<file path="src/rtl/wb_serializer.sv">
// Wishbone-mapped MSB-first serializer: DATA/CTRL/STATUS/DIV registers, ACK/ERR one cycle after request.
// No bus stall: every request terminates next cycle; writes while BUSY terminate with ERR and change nothing.
module wb_serializer #(
  parameter int N  = 8,
  parameter int DW = 32
) (
  input  logic          CLK_I,
  input  logic          RST_I,
  input  logic          CYC_I,
  input  logic          STB_I,
  input  logic          WE_I,
  input  logic [1:0]    ADR_I,
  input  logic [DW-1:0] DAT_I,
  output logic          ACK_O,
  output logic          ERR_O,
  output logic [DW-1:0] DAT_O,
  output logic          data_o,
  output logic          ena_o
);

  localparam int BW = $clog2(N);

  typedef enum logic [1:0] {S_IDLE, S_FIRST, S_SHIFT} state_t;

  state_t          state_q, state_d;
  logic            ack_q, ack_d;
  logic            err_q, err_d;
  logic [DW-1:0]   dat_q, dat_d;
  logic [N-1:0]    data_q, data_d;
  logic [15:0]     div_q, div_d;
  logic            done_q, done_d;
  logic [N-1:0]    shreg_q, shreg_d;
  logic [BW-1:0]   bitcnt_q, bitcnt_d;
  logic [15:0]     divcnt_q, divcnt_d;
  logic            dout_q, dout_d;
  logic            ena_q, ena_d;

  logic            req, busy, wr_err, wr_ok, start, last_bit;
  logic [DW-1:0]   rdata;
  logic            unused_dat;

  // A request is only seen while no termination is pending, so a held STB gets one response.
  assign req      = CYC_I & STB_I & ~ack_q & ~err_q;
  assign busy     = (state_q != S_IDLE);
  assign wr_err   = WE_I & ((ADR_I == 2'd2) | busy);
  assign wr_ok    = req & WE_I & ~wr_err;
  assign start    = wr_ok & (ADR_I == 2'd1) & DAT_I[0];
  assign last_bit = (divcnt_q == 16'd0) && (bitcnt_q == BW'(N - 1));
  assign unused_dat = ^DAT_I;

  always_comb begin
    rdata = '0;
    case (ADR_I)
      2'd0:    rdata[N-1:0] = data_q;
      2'd2:    rdata[1:0]   = {done_q, busy};
      2'd3:    rdata[15:0]  = div_q;
      default: rdata        = '0;
    endcase
  end

  always_ff @(posedge CLK_I) begin
    if (RST_I) begin
      state_q  <= S_IDLE;
      ack_q    <= 1'b0;
      err_q    <= 1'b0;
      dat_q    <= '0;
      data_q   <= '0;
      div_q    <= '0;
      done_q   <= 1'b0;
      shreg_q  <= '0;
      bitcnt_q <= '0;
      divcnt_q <= '0;
      dout_q   <= 1'b0;
      ena_q    <= 1'b0;
    end else begin
      state_q  <= state_d;
      ack_q    <= ack_d;
      err_q    <= err_d;
      dat_q    <= dat_d;
      data_q   <= data_d;
      div_q    <= div_d;
      done_q   <= done_d;
      shreg_q  <= shreg_d;
      bitcnt_q <= bitcnt_d;
      divcnt_q <= divcnt_d;
      dout_q   <= dout_d;
      ena_q    <= ena_d;
    end
  end

  always_comb begin
    state_d = state_q;
    case (state_q)
      S_IDLE:  if (start) state_d = S_FIRST;
      S_FIRST: state_d = S_SHIFT;
      S_SHIFT: if (last_bit) state_d = S_IDLE;
      default: state_d = S_IDLE;
    endcase
  end

  always_comb begin
    ack_d    = req & ~wr_err;
    err_d    = req & wr_err;
    dat_d    = (req & ~WE_I) ? rdata : '0;
    data_d   = data_q;
    div_d    = div_q;
    done_d   = done_q;
    shreg_d  = shreg_q;
    bitcnt_d = bitcnt_q;
    divcnt_d = divcnt_q;
    dout_d   = dout_q;
    ena_d    = 1'b0;

    if (wr_ok && ADR_I == 2'd0) data_d = DAT_I[N-1:0];
    if (wr_ok && ADR_I == 2'd3) div_d  = DAT_I[15:0];

    case (state_q)
      S_IDLE: begin
        dout_d = 1'b0;
        if (start) begin
          shreg_d = data_q;
          done_d  = 1'b0;
        end
      end
      S_FIRST: begin
        dout_d   = shreg_q[N-1];
        shreg_d  = shreg_q << 1;
        ena_d    = 1'b1;
        divcnt_d = div_q;
        bitcnt_d = '0;
      end
      S_SHIFT: begin
        if (divcnt_q != 16'd0) begin
          divcnt_d = divcnt_q - 16'd1;
        end else if (last_bit) begin
          dout_d = 1'b0;
          done_d = 1'b1;
        end else begin
          dout_d   = shreg_q[N-1];
          shreg_d  = shreg_q << 1;
          ena_d    = 1'b1;
          divcnt_d = div_q;
          bitcnt_d = bitcnt_q + BW'(1);
        end
      end
      default: dout_d = 1'b0;
    endcase
  end

  assign ACK_O  = ack_q;
  assign ERR_O  = err_q;
  assign DAT_O  = dat_q;
  assign data_o = dout_q;
  assign ena_o  = ena_q;

endmodule

</file>
<file path="config.mk">
export PLATFORM = sky130hd
export DESIGN_NAME = wb_serializer
export DESIGN_NICKNAME = d
export VERILOG_FILES = /design/src/rtl/wb_serializer.sv
export SDC_FILE = /design/constraint.sdc
export NUM_CORES = 1
export LEC_CHECK = 0
export ABC_AREA = 1
export CAP_MARGIN = 20
export CORE_MARGIN = 2
export CORE_UTILIZATION = 55
export CTS_CLUSTER_SIZE = 40
export DETAILED_ROUTE_END_ITERATION = 10
export PLACE_DENSITY_LB_ADDON = 0.15
export SLEW_MARGIN = 20
export SYNTH_ARGS = -nofsm -noshare
export SYNTH_HDL_FRONTEND = slang
export SYNTH_SLANG_ARGS = --single-unit
</file>
<file path="constraint.sdc">
create_clock -name CLK_I -period 5.1 [get_ports CLK_I]
set_clock_uncertainty 0.2 [all_clocks]
set_input_delay 1.02 -clock CLK_I [delete_from_list [all_inputs] [get_ports CLK_I]]
set_output_delay 1.02 -clock CLK_I [all_outputs]
set_load 0.02 [all_outputs]
</file>
; ---- Word-level counts from Yosys, hierarchy flattened
; Index checks and enable logic that the tools add are counted.
; Widths: inputs -> output; s select.
[word_totals]
register_bits = 90
inputBits = 39
out_inout_bits = 36
wordCells = 88
[op_classes]
n_addsub = 2
n_eq_ne = 11
mux = 25
n_bitwise = 18
n_reduce_logical = 18
[op_table]
columns = op, n
row1 = $mux 16, 2
row2 = $pmux 16 s2, 1
row3 = $mux 8, 3
row4 = $pmux 8 s3, 1
row5 = $logic_not 16->1, 1
row6 = $reduce_bool 16->1, 1
row7 = $sub 16x1->16 const B, 1
row8 = $pmux 2 s3, 2
row9 = $pmux 6 s2, 1
row10 = $and 1x1->1, 11
row11 = $ne 2x2->1 const B, 4
row12 = $reduce_and 4->1, 2
row13 = $mux 1, 7
row14 = $eq 2x2->1 const B, 3
row15 = $mux 3, 2
row16 = $not 1->1, 6
row17 = $pmux 1 s2, 3
row18 = $pmux 3 s2, 1
row19 = $reduce_bool 2->1, 3
row20 = $eq 2x1->1 const B, 2
row21 = $logic_not 2->1, 2
row22 = $mux 2, 2
row23 = $reduce_and 2->1, 2
row24 = $add 3x1->3 const B, 1
row25 = other kinds (8), 10

; ---- Logic depth before layout (Yosys ltp)
[logic_depth]
word_depth = 9
mapped_depth = 12
ltp_nobuf = 11

; ---- Least setup slack after synthesis
; No wires, ideal clock.
[synth_path]
path_type = input port to flip-flop
from = input port ADR_I[0]
to = register div_q[13]
setup_time_ns = 0.128
arrival_time_ns = 2.158
required_ns = 4.772
path_slack_ns = 2.614
stages = 9
path_buffers = 1
cell_sequence = inv_1 -> ha_1 -> nor2_1 -> nand2_1 -> nor2_4 -> nand2_1 -> clkbuf_1 -> o21ai_0 -> a21oi_1
[synth_via]
elab_chain_cells = 6
word_cells_on_any_way = 7
cone_classes = 2 x eq/ne / 4 x bitwise / 1 x reduce/logical
[synth_rtl]
columns = element, line
row1 = start: declaration, 12  ; input logic [1:0] ADR_I,
row2 = $eq 2x2->1, 45  ; assign wr_err = WE_I & ((ADR_I == 2'd2) | busy);
row3 = $or 1x1->1, 45
row4 = $and 1x1->1, 45
row5 = $not 1->1, 46  ; assign wr_ok = req & WE_I & ~wr_err;
row6 = $and 1x1->1, 46
row7 = $logic_and 1x1->1 *, 115  ; if (wr_ok && ADR_I == 2'd3) div_d = DAT_I[15:0];
row8 = end signal: assignment, 81  ; div_q <= div_d;
row9 = end: declaration, 30  ; logic [15:0] div_q, div_d;
; Mark *: on every way between the ends. The rest lies on a longest branch, timed or not.
; A chain may end at the register's enable or synchronous reset.

; ---- Final worst setup path
[layout_path]
from = input port ADR_I[0]
to = register shreg_q[2]
[layout_via]
elab_chain_cells = 9
word_cells_on_any_way = 10
cone_classes = 3 x eq/ne / 6 x bitwise / 1 x reduce/logical
[layout_rtl]
columns = element, line
row1 = $eq 2x2->1, 45
row2 = $or 1x1->1, 45
row3 = $and 1x1->1, 45
row4 = $not 1->1, 46
row5 = $and 1x1->1, 46
row6 = $and 1x1->1 * (2 in a row), 47  ; assign start = wr_ok & (ADR_I == 2'd1) & DAT_I[0];
row7 = $ne 2x2->1 (no source line) *, -
row8 = $reduce_and 4->1 (no source line) *, -
row9 = end signal: assignment, 83  ; shreg_q <= shreg_d;
row10 = end: declaration, 32  ; logic [N-1:0] shreg_q, shreg_d;
; Marks and branches as above.

==> impl_metrics.env <==
export IMPL_synth_area_um2=3598
export IMPL_cts_resized=0
export IMPL_fin_total_pwr_mw=2.038
export IMPL_die_area_um2=7205
export IMPL_grtUsageTotal_pct=23.11
export IMPL_antenna_found_initial=0
export IMPL_clock_path_buffers=2
export IMPL_synth_seq_area_share_pct=41.17
export IMPL_layout_commonest_cell="sky130_fd_sc_hd__nand2_1"
export IMPL_critPathKind="in2reg"
export IMPL_power_static_leakage_nw=1.694
export IMPL_gpl_final_weighted_congestion=0.9197
export IMPL_layout_cells_non_filler=618
export IMPL_detailedPlace_worstSlack_ps=1510
export IMPL_diodes=0
export IMPL_tightestPinTransition_ps=869.3
export IMPL_fmax_mhz=311.4
export IMPL_final_cell_mix="116 x sky130_fd_sc_hd__nand2_1, 74 x sky130_fd_sc_hd__dfxtp_1, 55 x sky130_fd_sc_hd__nor2_1"
export IMPL_cts_clk_slew_worst_paths_ps=80
export IMPL_post_cts_setup_buffer_count=0
export IMPL_die_width_um=84.89
export IMPL_worst_ir_drop_vdd_mv=0.3175
export IMPL_initial_utilization_pct=56.67
export IMPL_worst_setup_sp_type="input port"
export IMPL_drt_initial_drc_count=215
export IMPL_fin_ws_ps=1888
export IMPL_cts_buffers=9
export IMPL_cts_root_buf="sky130_fd_sc_hd__clkbuf_8"
export IMPL_fillCellCount=584
export IMPL_placement_rows=29
export IMPL_synth_cells=505
export IMPL_detail_route_wl_per_cell_um=12.89
export IMPL_hold_path_class="reg2reg"
export IMPL_detailed_place_area_um2=3954
export IMPL_first_pass_grt_wire_length_um=13320
export IMPL_placed_cells=602
export IMPL_rsz0062_at_grt="no"
export IMPL_count_of_pins_over_their_slew_limit=0
export IMPL_detail_route_drc_violations=0
export IMPL_drt_pre_antenna_iters=5
export IMPL_dp_final_hpwl_um=5577
export IMPL_power_density_nw_per_um2=490.6
export IMPL_cts_tree="done"
export IMPL_ys_seq_elements=74
export IMPL_crit_path_end_kind="register"
export IMPL_min_clock_period_post_route_ps=3212
export IMPL_grt_overflow_total=0
export IMPL_ys_warnings_count=0
export IMPL_whs_ps=259.1
export IMPL_place_port_buffers=42
export IMPL_clkLatencyLatePin_ps=350
export IMPL_syn_mean_instance_area_um2=7.126
export IMPL_timing_final_crit_share_pct=62.98
export IMPL_clkSinkCount=74
export IMPL_via_per_inst=5.236
export IMPL_maxCapViolCount=0
export IMPL_cts_hold_buffers=0
export IMPL_crit_fanout=13
export IMPL_fin_util_pct=65.42
export IMPL_maxSlewHeadroom_pct=41.98
export IMPL_drt_wl_total_um=7964
export IMPL_detail_route_antenna_nets=0
export IMPL_synth_top_cell_area_share_pct=41.17
export IMPL_area_delta_synth_final_pct=15.44
export IMPL_core_region_area_um2=6350
export IMPL_synth_area_leader_cell="sky130_fd_sc_hd__dfxtp_1"
export IMPL_clock_tree_htree_level_count=3
export IMPL_dieHeight_um=84.89
export IMPL_first_global_vias=2898
export IMPL_critical_path_arrival_ps=3250
export IMPL_worstPathRequired_ps=5140
export IMPL_vias=3236
export IMPL_final_hold_violation_count=0
export IMPL_design_final_nets=588
export IMPL_setup_violations_final=0
export IMPL_status="completed"
export IMPL_final_setup_tns_ps=0
export IMPL_postLayoutCellArea_um2=4154
export IMPL_ios=75
export IMPL_number_of_unique_standard_cell_types_used_by_synthesis=30
export IMPL_yosys_top_cells_area="sky130_fd_sc_hd__dfxtp_1 41%, sky130_fd_sc_hd__nand2_1 12%, sky130_fd_sc_hd__a21oi_1 7.1%"
export IMPL_grt_start_max_net_pins=33
export IMPL_post_route_cells_drive_above_1_share_pct=6.100
==> cells by family after synthesis <==
group	synth area share [%]
AND/OR/NAND/NOR	26.63
AO/OA/AOI/OAI	15.06
buffers and inverters	11.06
flip-flops	41.17
adder cells (fa/ha/maj)	4.520
XOR/XNOR	1.461
other	0.1042
==> worst paths after layout <==
| kind | start | endpoint | slack [ps] | depth (start not counted) |
|---|---|---|---|---|
| min | data_q[7] | DAT_O[7] | 260 | 2 |
| min reg2reg | data_q[7] | DAT_O[7] | 260 | 2 |
| max | ADR_I[0] | shreg_q[2] | 1890 | 11 |
| max reg2reg | divcnt_q[0] | divcnt_q[15] | 2540 | 10 |
==> where the power goes <==
group	internal, mW	switching [mW]
Sequential	0.629	0.0523
Clock	0.229	0.233
Combinational	0.314	0.580
==> sequential cells by signal, summed over array words and instances, names as in the netlist <==
signal	flops
done_q	1
ACK_O	1
data_q	8
data_o	1
divcnt_q	16
state_q	2
shreg_q	8
bitcnt_q	3
DAT_O	16
ena_o	1
ERR_O	1
div_q	16
==> metal layers <==
metal,up-vias,global-route usage (%),wire length [µm]
li1,1655,-,-
met1,1447,33.03,3836
met2,120,34.29,3565
met3,14,3.794,441
met4,0,10.68,121
met5,-,0,0
==> area by class of cell <==
cell class                 instances  area, µm²  share of cell area, %
inverter                          46      172.7                  4.157
multi-input combinational        362       1775                  42.74
tap                               77      96.34                  2.319
clock inverter                     7      76.32                  1.837
sequential                        74       1481                  35.66
clock buffer                       9      123.9                  2.982
timing repair buffer              43      427.9                  10.30
==> critical path: stages <==
cell and delay [ps]:
sky130_fd_sc_hd__clkdlybuf4s50_1 540, sky130_fd_sc_hd__inv_1 90, sky130_fd_sc_hd__ha_1 240, sky130_fd_sc_hd__nor2_1 110, sky130_fd_sc_hd__nand2_1 90, sky130_fd_sc_hd__nor2_4 200
sky130_fd_sc_hd__nand2_1 90, sky130_fd_sc_hd__nand2_1 320, sky130_fd_sc_hd__nand3_1 330, sky130_fd_sc_hd__nand2_1 150, sky130_fd_sc_hd__a21oi_1 70
==> Yosys cell counts <==
library cell	count
sky130_fd_sc_hd__nand2_4	1
sky130_fd_sc_hd__nor3_1	1
sky130_fd_sc_hd__nand3_2	1
sky130_fd_sc_hd__nor2_2	5
sky130_fd_sc_hd__xnor2_1	3
sky130_fd_sc_hd__clkbuf_1	12
sky130_fd_sc_hd__buf_2	6
sky130_fd_sc_hd__a21oi_2	4
sky130_fd_sc_hd__conb_1	1
sky130_fd_sc_hd__nor2_1	55
sky130_fd_sc_hd__o21ai_0	42
sky130_fd_sc_hd__nand2_2	2
sky130_fd_sc_hd__nand2_1	116
sky130_fd_sc_hd__nand3b_1	4
sky130_fd_sc_hd__xor2_1	3
sky130_fd_sc_hd__nor2_4	2
sky130_fd_sc_hd__o21ai_1	4
sky130_fd_sc_hd__a21oi_1	51
sky130_fd_sc_hd__a31oi_1	2
sky130_fd_sc_hd__buf_6	1
sky130_fd_sc_hd__buf_4	18
sky130_fd_sc_hd__ha_1	13
sky130_fd_sc_hd__nand4_1	11
sky130_fd_sc_hd__dfxtp_1	74
sky130_fd_sc_hd__o2111ai_1	1
sky130_fd_sc_hd__inv_1	44
sky130_fd_sc_hd__inv_2	1
sky130_fd_sc_hd__nand3_1	25
sky130_fd_sc_hd__buf_1	1
sky130_fd_sc_hd__clkinv_1	1
No activity file was read; power rests on OpenSTA's default activity.
